File: config.mk
export PLATFORM = sky130hd
export DESIGN_NAME = knn_train_loader
export DESIGN_NICKNAME = d
export VERILOG_FILES = /design/src/rtl/knn_pkg.sv /design/src/rtl/knn_point_buffer.sv /design/src/rtl/knn_train_loader.sv
export SDC_FILE = /design/constraint.sdc
export NUM_CORES = 1
export LEC_CHECK = 0
export CORE_ASPECT_RATIO = 1.2
export CORE_MARGIN = 2
export CORE_UTILIZATION = 49
export CTS_CLUSTER_SIZE = 16
export DETAILED_ROUTE_END_ITERATION = 6
export GPL_TIMING_DRIVEN = 0
export PLACE_DENSITY = 0.88
export SLEW_MARGIN = 10
export SYNTH_ARGS = -nofsm -noshare
export SYNTH_HDL_FRONTEND = slang
export SYNTH_SLANG_ARGS = --single-unit
export TNS_END_PERCENT = 100
File: constraint.sdc
create_clock -name clk -period 1.6 [get_ports clk]
set_input_delay 0.24 -clock clk [delete_from_list [all_inputs] [get_ports clk]]
set_output_delay 0.24 -clock clk [all_outputs]
set_load 0.005 [all_outputs]
File: src/rtl/knn_pkg.sv
// Shared definitions for the KNN training loader and classifier: default
// geometry, loader FSM encoding and packed-bus offset helpers.
package knn_pkg;

    localparam int DEF_NUM_POINTS = 8;
    localparam int DEF_WIDTH      = 8;
    localparam int DEF_LABEL_W    = 2;

    typedef enum logic [1:0] {
        ST_IDLE   = 2'd0,
        ST_LOAD   = 2'd1,
        ST_COMMIT = 2'd2
    } state_t;

    function automatic int coord_lsb(input int idx, input int width);
        return idx * width;
    endfunction

    function automatic int label_lsb(input int idx, input int label_w);
        return idx * label_w;
    endfunction

endpackage

File: src/rtl/knn_point_buffer.sv
// Register file of {x, y, label} slots with an indexed write port, a bulk
// load port and packed read-out. Priority: clear, then bulk load, then write.
module knn_point_buffer
    import knn_pkg::*;
#(
    parameter int NUM_POINTS = DEF_NUM_POINTS,
    parameter int WIDTH      = DEF_WIDTH,
    parameter int LABEL_W    = DEF_LABEL_W,
    parameter int ADDR_W     = $clog2(NUM_POINTS + 1)
) (
    input  logic                          clk,
    input  logic                          rst_n,
    input  logic                          clear,
    input  logic                          wr_en,
    input  logic [ADDR_W-1:0]             wr_addr,
    input  logic [WIDTH-1:0]              wr_x,
    input  logic [WIDTH-1:0]              wr_y,
    input  logic [LABEL_W-1:0]            wr_label,
    input  logic                          load,
    input  logic [NUM_POINTS*WIDTH-1:0]   load_x,
    input  logic [NUM_POINTS*WIDTH-1:0]   load_y,
    input  logic [NUM_POINTS*LABEL_W-1:0] load_labels,
    output logic [NUM_POINTS*WIDTH-1:0]   rd_x,
    output logic [NUM_POINTS*WIDTH-1:0]   rd_y,
    output logic [NUM_POINTS*LABEL_W-1:0] rd_labels
);

    for (genvar gi = 0; gi < NUM_POINTS; gi++) begin : g_slot
        logic [WIDTH-1:0]   x_reg;
        logic [WIDTH-1:0]   y_reg;
        logic [LABEL_W-1:0] label_reg;
        logic               hit;

        assign hit = wr_en && (wr_addr == ADDR_W'(gi));

        always_ff @(posedge clk or negedge rst_n) begin
            if (!rst_n) begin
                x_reg     <= '0;
                y_reg     <= '0;
                label_reg <= '0;
            end else if (clear) begin
                x_reg     <= '0;
                y_reg     <= '0;
                label_reg <= '0;
            end else if (load) begin
                x_reg     <= load_x[coord_lsb(gi, WIDTH) +: WIDTH];
                y_reg     <= load_y[coord_lsb(gi, WIDTH) +: WIDTH];
                label_reg <= load_labels[label_lsb(gi, LABEL_W) +: LABEL_W];
            end else if (hit) begin
                x_reg     <= wr_x;
                y_reg     <= wr_y;
                label_reg <= wr_label;
            end
        end

        assign rd_x[coord_lsb(gi, WIDTH) +: WIDTH]                = x_reg;
        assign rd_y[coord_lsb(gi, WIDTH) +: WIDTH]                = y_reg;
        assign rd_labels[label_lsb(gi, LABEL_W) +: LABEL_W]       = label_reg;
    end

endmodule

File: src/rtl/knn_train_loader.sv
// Loads labelled training points into a shadow buffer and commits the whole
// set atomically to the active buffer, so the classifier never sees a partial set.
module knn_train_loader
    import knn_pkg::*;
#(
    parameter int NUM_POINTS = DEF_NUM_POINTS,
    parameter int WIDTH      = DEF_WIDTH,
    parameter int LABEL_W    = DEF_LABEL_W,
    parameter int CNT_W      = $clog2(NUM_POINTS + 1)
) (
    input  logic                          clk,
    input  logic                          rst_n,
    input  logic                          clear,
    input  logic                          in_valid,
    output logic                          in_ready,
    input  logic [WIDTH-1:0]              in_x,
    input  logic [WIDTH-1:0]              in_y,
    input  logic [LABEL_W-1:0]            in_label,
    input  logic                          in_last,
    output logic [NUM_POINTS*WIDTH-1:0]   train_x,
    output logic [NUM_POINTS*WIDTH-1:0]   train_y,
    output logic [NUM_POINTS*LABEL_W-1:0] train_labels,
    output logic [NUM_POINTS-1:0]         valid_mask,
    output logic                          set_valid,
    output logic                          commit_pulse,
    output logic [CNT_W-1:0]              count
);

    state_t                         state_reg;
    logic [CNT_W-1:0]               count_reg;
    logic [CNT_W-1:0]               count_next;
    logic                           in_ready_reg;
    logic                           set_valid_reg;
    logic                           commit_pulse_reg;
    logic [NUM_POINTS-1:0]          valid_mask_reg;
    logic [NUM_POINTS-1:0]          commit_mask;
    logic                           accept;
    logic                           commit_now;
    logic                           close_set;
    logic [NUM_POINTS*WIDTH-1:0]    shadow_x;
    logic [NUM_POINTS*WIDTH-1:0]    shadow_y;
    logic [NUM_POINTS*LABEL_W-1:0]  shadow_labels;

    // in_ready_reg is low only in COMMIT, so it doubles as the "can load" flag.
    assign accept     = in_valid && in_ready_reg && !clear;
    assign commit_now = (state_reg == ST_COMMIT) && !clear;
    assign count_next = count_reg + CNT_W'(1);
    assign close_set  = in_last || (count_next == CNT_W'(NUM_POINTS));

    for (genvar gi = 0; gi < NUM_POINTS; gi++) begin : g_mask
        assign commit_mask[gi] = (CNT_W'(gi) < count_reg);
    end

    always_ff @(posedge clk or negedge rst_n) begin
        if (!rst_n) begin
            state_reg        <= ST_IDLE;
            count_reg        <= '0;
            in_ready_reg     <= 1'b1;
            set_valid_reg    <= 1'b0;
            commit_pulse_reg <= 1'b0;
            valid_mask_reg   <= '0;
        end else if (clear) begin
            state_reg        <= ST_IDLE;
            count_reg        <= '0;
            in_ready_reg     <= 1'b1;
            set_valid_reg    <= 1'b0;
            commit_pulse_reg <= 1'b0;
            valid_mask_reg   <= '0;
        end else begin
            commit_pulse_reg <= 1'b0;
            unique case (state_reg)
                ST_IDLE, ST_LOAD: begin
                    if (accept) begin
                        count_reg <= count_next;
                        if (close_set) begin
                            state_reg    <= ST_COMMIT;
                            in_ready_reg <= 1'b0;
                        end else begin
                            state_reg    <= ST_LOAD;
                        end
                    end
                end
                ST_COMMIT: begin
                    valid_mask_reg   <= commit_mask;
                    set_valid_reg    <= 1'b1;
                    commit_pulse_reg <= 1'b1;
                    count_reg        <= '0;
                    in_ready_reg     <= 1'b1;
                    state_reg        <= ST_IDLE;
                end
                default: begin
                    state_reg    <= ST_IDLE;
                    count_reg    <= '0;
                    in_ready_reg <= 1'b1;
                end
            endcase
        end
    end

    // Shadow empties on the commit edge, so unloaded slots always commit as zero.
    knn_point_buffer #(
        .NUM_POINTS (NUM_POINTS),
        .WIDTH      (WIDTH),
        .LABEL_W    (LABEL_W),
        .ADDR_W     (CNT_W)
    ) u_shadow (
        .clk         (clk),
        .rst_n       (rst_n),
        .clear       (clear || (state_reg == ST_COMMIT)),
        .wr_en       (accept),
        .wr_addr     (count_reg),
        .wr_x        (in_x),
        .wr_y        (in_y),
        .wr_label    (in_label),
        .load        (1'b0),
        .load_x      ('0),
        .load_y      ('0),
        .load_labels ('0),
        .rd_x        (shadow_x),
        .rd_y        (shadow_y),
        .rd_labels   (shadow_labels)
    );

    knn_point_buffer #(
        .NUM_POINTS (NUM_POINTS),
        .WIDTH      (WIDTH),
        .LABEL_W    (LABEL_W),
        .ADDR_W     (CNT_W)
    ) u_active (
        .clk         (clk),
        .rst_n       (rst_n),
        .clear       (clear),
        .wr_en       (1'b0),
        .wr_addr     ('0),
        .wr_x        ('0),
        .wr_y        ('0),
        .wr_label    ('0),
        .load        (commit_now),
        .load_x      (shadow_x),
        .load_y      (shadow_y),
        .load_labels (shadow_labels),
        .rd_x        (train_x),
        .rd_y        (train_y),
        .rd_labels   (train_labels)
    );

    assign in_ready     = in_ready_reg;
    assign set_valid    = set_valid_reg;
    assign commit_pulse = commit_pulse_reg;
    assign valid_mask   = valid_mask_reg;
    assign count        = count_reg;

endmodule
==> out/qor.csv, run 1 <==
stage,metric,value,unit
synthesis,synth-compound-area-share,0.114,
final_layout,finalNonFillerCells,1584,
synthesis,ys_warn_count,0,
die,start_util,0.495,
flow_run,drv_cap,0,
clocking,numCtsBuffers,28,
synthesis,synthMuxAreaShare,0.118,
timing,period_share,1.12,
critical_path,cp.required,2010,ps
route,drt_wl_total,40300,µm
synthesis,yosys.area_share.simple,0.0885,
timing,hold_violations,89,
critical_path,cp_top_family,buffers and inverters,
die,core.rowCount,63,
placement,dp_cells,1422,
min_path,hold_path_class,input pin to async pin,
clocking,insertion_delay,550,ps
synthesis,synthCells,914,
final_layout,syn2layout_area_growth,38.7,%
critical_path,crit_slowest_cell,dfstp_2,
timing,setup_viol_count_final,133,
final_layout,diodes,0,
grt,grt_max_degree,119,
placement,port-buffer-count,181,
critical_path,max_stage_delay,570,ps
pwr,total_power,0.0156,W
critical_path,path_cells,buf_6 > and4b_1 > buf_6 > buf_12 > buf_12 > nand2_8 > buf_16 > mux2i_4,
route,drc,0,
route,vias,9810,
synthesis,synth_fp_nets,940,
synthesis,syn_avg_cell_area,13.3,µm²
run_status,status,"complete, but fails checks",
final_layout,drive_gt1_frac,0.232,
die,coreArea,24600,µm²
final_layout,fillers,1614,
timing,grt_setup_unrepaired,true,
timing,tightest_slew,669,ps
critical_path,end_kind,flip-flop,
clocking,cts.htree.levels,1,
grt,grt_pass1_vias,10200,
placement,place.gp.congestion,0.889,
critical_path,cp.buffers_inverters,5,
route,vias_per_cell,6.19,
critical_path,start_kind,flip-flop,
synthesis,yosys.area.top_type_share,0.625,
route,drt_first_iter_violations,1309,
synthesis,seq_area_frac_synth,0.627,
synthesis,yosys.area_share.adder,0.00308,
clocking,cts.path.max_buffers,3,
critical_path,r2r_slack,-200,ps
critical_path,crit_path_max_fanout,7,
grt,grt-ovfl-total,0,
timing,finalSetupTns,-12190,ps
critical_path,r2r-start,in_ready,
synthesis,synth.ff_latch_count,305,
synthesis,netlist_area,12200,µm²
timing,drv_slew,0,
critical_path,path_class,flip-flop to flip-flop,
die,die_w,148,µm
route,post_drt_wl_per_cell,25.5,µm
grt,antenna_found_initial,0,
synthesis,synthDistinctLibCells,38,
die,num_io_pins,182,
synthesis,synth_top_area_cell,dfrtp_1,
timing,skew,19.3,ps
critical_path,reg2regPathDepth,8,
pwr,leakagePower,9.31,nW
placement,post-place-ws,-949,ps
final_layout,nNetsFinal,1266,
timing,clock.fmax,556,MHz
timing,final.setup.worst_slack,-199,ps
timing,whs,-287,ps
synthesis,synth.top_cells.by_area,"dfrtp_1 63%, mux2i_1 12%, a22o_1 11%",
die,die_area,26100,µm²
clocking,cts.sinks,305,
die,fp.dieH,177,µm
clocking,cts_tree,done,
grt,track_usage,0.302,
critical_path,rr_endpoint,u_shadow.g_slot[6].x_reg[6],
run_status,failed_checks,"negative hold slack, negative setup slack",
clocking,clkTransAtPathRegs,70,ps
clocking,clockRootBuffer,clkbuf_16,
critical_path,worst_ep_arrival_time,2210,ps
placement,hpwl,23800,µm
timing,fin_crit,1800,ps
pwr,vdd_drop_max,849,µV
timing,timing.slew.headroom,0.554,
synthesis,synth_top_family_by_area,multiplexers,
pwr,power_density,923,nW/µm²
route,drt_pre_antenna_iters,6,
route,ant_nets,0,
synthesis,synth_xor_area_frac,0.00216,
grt,grt_pass1_wl,60300,µm
power breakdown:
part	switching [W]	leakage [nW]	internal, W
registers	0.0000561	4.25	0.00778
clock network	0.00289	0.432	0.00353
logic	0.000854	4.63	0.000458
layout make-up:
type	instances	area [µm²]	area share
Timing Repair Buffer	299	2870	0.170
Tap cell	325	407	0.0241
Clock buffer	40	817	0.0484
Inverter	6	22.5	0.00133
Multi-Input combinational cell	514	4350	0.258
Sequential cell	305	7630	0.452
Buffer	86	732	0.0434
Clock inverter	9	47.5	0.00282
how the worst max path moves through the flow:
stage                         from                               to  slack, ps  cells past startpoint
final                     in_ready      u_shadow.g_slot[6].x_reg[6]       -200                      8
after global routing      in_ready      u_shadow.g_slot[7].x_reg[2]       -220                      8
after CTS                 in_ready      u_shadow.g_slot[6].y_reg[6]       -130                      9
after detailed placement     clear      u_shadow.g_slot[3].x_reg[6]       -950                      6
after global placement       rst_n      u_active.g_slot[1].x_reg[5]     -12180                      1
after floorplan           count[0]  u_shadow.g_slot[2].label_reg[0]         30                      7
metal layers:
layer	global-route usage	vias up	wire length (µm)
met1	0.370	4954	14500
met5	0	-	0
met2	0.500	642	19500
met4	0.162	0	2550
met3	0.0709	183	3760
li1	-	4031	-
stage by stage:
step	cell area (µm²)	hold WS, ps	utilization
3_5_place_dp	14500	289	0.588
3_3_place_gp	14400	478	0.585
5_1_grt	16900	-234	0.686
6_report	16900	-287	0.686
4_1_cts	16700	-267	0.679
2_1_floorplan	12200	-55.6	-
cell usage after synthesis:
cell       count
inv_2          2
o21ai_0        1
dfrtp_1      304
buf_6         17
or2_1          1
and4b_1        1
clkbuf_1      26
mux2i_1      144
nand3_4        1
nand3_1      166
nand2_4        2
a31o_2         1
and2_1         3
buf_2         37
o311ai_0       1
nand4b_1       1
buf_4          8
nor2_1         5
ha_1           3
o2bb2ai_1      6
xor2_1         1
nand2b_2       1
a41oi_1        1
nand3_2        3
nor2b_1        1
a22o_1       146
inv_1          4
nand2b_1       1
and3_1         4
nor2_4         1
and4bb_1       1
dfstp_2        1
nor3_1         2
or4_1          1
xnor2_1        2
nand2_1        7
buf_1          1
a21oi_1        6
cell families (layout without fill, tap and decap cells):
| logic type | Yosys count | in the layout |
|---|---|---|
| buffers and inverters | 95 | 440 |
| adder cells (fa/ha/maj) | 3 | 3 |
| AO/OA/AOI/OAI | 162 | 162 |
| AND/OR/NAND/NOR | 202 | 202 |
| XOR/XNOR | 3 | 3 |
| flip-flops | 305 | 305 |
| multiplexers | 144 | 144 |
what timing repair did:
item | CTS | global route
cloned | 8 | 1
setup buffers | 98 | 10
resized for setup | 297 | 52
setup endpoints to repair | 443 | 204
endpoints found under the hold margin | 89 | 89
pin swaps | 7 | 4
cell usage in the layout, fill, tap and decap left out, drive strengths merged:
cell           Yosys  layout
or2                1       1
and2               3       3
xnor2              2       2
clkinv             0       8
nor2b              1       1
dfrtp            304     304
and4b              1       1
clkinvlp           0       1
and3               4       4
nand3            170     170
and4bb             1       1
ha                 3       3
a31o               1       1
nand2              9       9
a22o             146     146
dlygate4sd2        0     159
nand2b             2       2
clkbuf            26      68
inv                6       6
a41oi              1       1
nor3               2       2
dfstp              1       1
mux2i            144     144
o2bb2ai            6       6
nand4b             1       1
clkdlybuf4s50      0      20
nor2               6       6
o311ai             1       1
buf               63     178
or4                1       1
a21oi              6       6
o21ai              1       1
xor2               1       1
Power figures use the tool's default switching activity.
==> run 2: changes to the inputs <==
--- a/config.mk
+++ b/config.mk
@@ -5,7 +5,6 @@
 export SDC_FILE = /design/constraint.sdc
 export NUM_CORES = 1
 export LEC_CHECK = 0
-export CORE_ASPECT_RATIO = 1.2
 export CORE_MARGIN = 2
 export CORE_UTILIZATION = 49
 export CTS_CLUSTER_SIZE = 16
==> out/qor.csv, run 2 (synthesis gave the netlist of run 1 again) <==
stage,metric,value,unit
clocking,cts.htree.levels,1,
critical_path,critPathMostFrequentCell,buf_6,
route,drt_first_iter_violations,1072,
clocking,cts_tree,done,
die,num_io_pins,182,
die,coreArea,24300,µm²
grt,antenna_found_initial,0,
critical_path,worst_ep_arrival_time,2220,ps
route,ant_nets,0,
placement,hpwl,23500,µm
placement,port-buffer-count,181,
die,start_util,0.500,
critical_path,r2r_slack,-200,ps
critical_path,r2r-start,in_ready,
final_layout,syn2layout_area_growth,38.5,%
timing,clock.fmax,556,MHz
critical_path,crit_slowest_cell,dfstp_2,
timing,fin_crit,1800,ps
pwr,total_power,0.0164,W
critical_path,end_kind,flip-flop,
final_layout,finalNonFillerCells,1579,
final_layout,fillers,1622,
pwr,power_density,974,nW/µm²
route,vias_per_cell,6.13,
die,core.rowCount,57,
critical_path,path_class,flip-flop to flip-flop,
min_path,hp-start,clear,
clocking,clockRootBuffer,clkbuf_16,
timing,grt_setup_unrepaired,true,
final_layout,final_common_cell,dfrtp_1,
route,drt_wl_total,39900,µm
critical_path,rr_endpoint,u_shadow.g_slot[5].y_reg[2],
final_layout,diodes,0,
grt,grt_pass1_wl,59500,µm
min_path,hold_path_end,set_valid,
critical_path,cp.required,2020,ps
grt,grt-ovfl-total,0,
final_layout,drive_gt1_frac,0.225,
critical_path,path_cells,buf_6 > and4bb_1 > nand4b_1 > buf_6 > buf_12 > mux2i_1,
run_status,failed_checks,negative setup slack,
die,fp.dieH,162,µm
critical_path,max_stage_delay,550,ps
pwr,vdd_drop_max,848,µV
final_layout,mostFrequentLayoutCells,"303 x dfrtp_1, 158 x dlygate4sd2_1, 147 x nand3_1",
route,post_drt_wl_per_cell,25.3,µm
timing,tightest_slew,860,ps
timing,timing.slew.headroom,0.427,
critical_path,critical_path.startpoint,in_ready,
min_path,hold_depth,2,
clocking,cts.path.max_buffers,3,
run_status,status,"complete, but fails checks",
route,vias,9678,
timing,skew,16.4,ps
timing,final.setup.worst_slack,-198,ps
clocking,insertion_delay,560,ps
die,die_w,162,µm
die,die_area,26100,µm²
clocking,cts.sinks,305,
grt,grt_max_degree,113,
clocking,numCtsBuffers,30,
pwr,leakagePower,9.31,nW
route,drc,0,
placement,place.gp.congestion,0.897,
route,drt_pre_antenna_iters,6,
grt,track_usage,0.299,
final_layout,nNetsFinal,1259,
grt,grt_pass1_vias,10000,
timing,finalSetupTns,-7990,ps
timing,setup_viol_count_final,123,
flow_run,drv_cap,0,
timing,period_share,1.12,
placement,dp_cells,1421,
min_path,hold_path_class,input pin to flip-flop,
timing,hold_violations,0,
clocking,clkTransAtPathRegs,60,ps
critical_path,start_kind,flip-flop,
critical_path,reg2regPathDepth,6,
critical_path,crit_path_max_fanout,5,
timing,drv_slew,0,
## run 2: cell types whose count changed in the layout (fill, tap and decap cells not counted), sizes merged
cell          before  now
clkbuf            68   71
buf              178  170
dlygate4sd3        0    1
clkinvlp           1    2
dlymetal6s2s       0    1
bufinv             0    2
dlygate4sd2      159  158
clkinv             8    5
## run 2: how the worst max path moves through the flow
stage,endpoint
detailed placement,u_shadow.g_slot[7].x_reg[6]
finish,u_shadow.g_slot[5].y_reg[2]
global route,u_shadow.g_slot[5].x_reg[6]
CTS,u_shadow.g_slot[5].y_reg[2]
floorplan,u_shadow.g_slot[2].label_reg[0]
global placement,u_active.g_slot[4].x_reg[2]
## run 2: cell type report
cell class,instances,area (µm²),area share
Buffer,85,733,0.0435
Clock buffer,45,918,0.0545
Clock inverter,9,104,0.00616
Inverter,6,25.0,0.00149
Multi-Input combinational cell,514,4310,0.256
Sequential cell,305,7630,0.453
Tap cell,324,405,0.0241
Timing Repair Buffer,291,2720,0.161
## run 2: what timing repair did
action | 4_1_cts | 5_1_grt
pin swaps | 4 | 5
hold buffers | 1 | 0
setup endpoints to repair | 439 | 276
buffers inserted | 87 | 15
endpoints found under the hold margin | 109 | 0
cloned | 6 | 1
resized for setup | 289 | 54
## run 2: through the flow
stage               setup slack, ps  area (µm²)  hold WS (ps)   util
detailed placement             -902       14500           376  0.594
finish                         -198       16800          75.0  0.693
floorplan                      29.5       12200         -55.6      -
CTS                           -80.2       16600           403  0.682
global route                   -238       16800           100  0.693
global placement             -12110       14400           479  0.592
## run 2: power by group
group / total (W) / internal, W / leakage (nW) / switching [W]
Sequential: 0.00784 / 0.00778 / 4.25 / 0.0000564
Combinational: 0.00127 / 0.000428 / 4.56 / 0.000837
Clock: 0.00731 / 0.00427 / 0.501 / 0.00305
Total: 0.0164 / 0.0125 / 9.31 / 0.00394
## run 2: routing by layer
metal / routed length [µm] / GRT usage
met4: 2060 / 0.131
met5: 0 / 0
met1: 15200 / 0.383
met2: 19400 / 0.491
met3: 3250 / 0.0660
## run 2: critical path, delay by kind of cell (launching register included)
kind	cells	cell delay, ps
flops	1	550
buf+inv	3	500
simple gates	2	500
mux	1	120
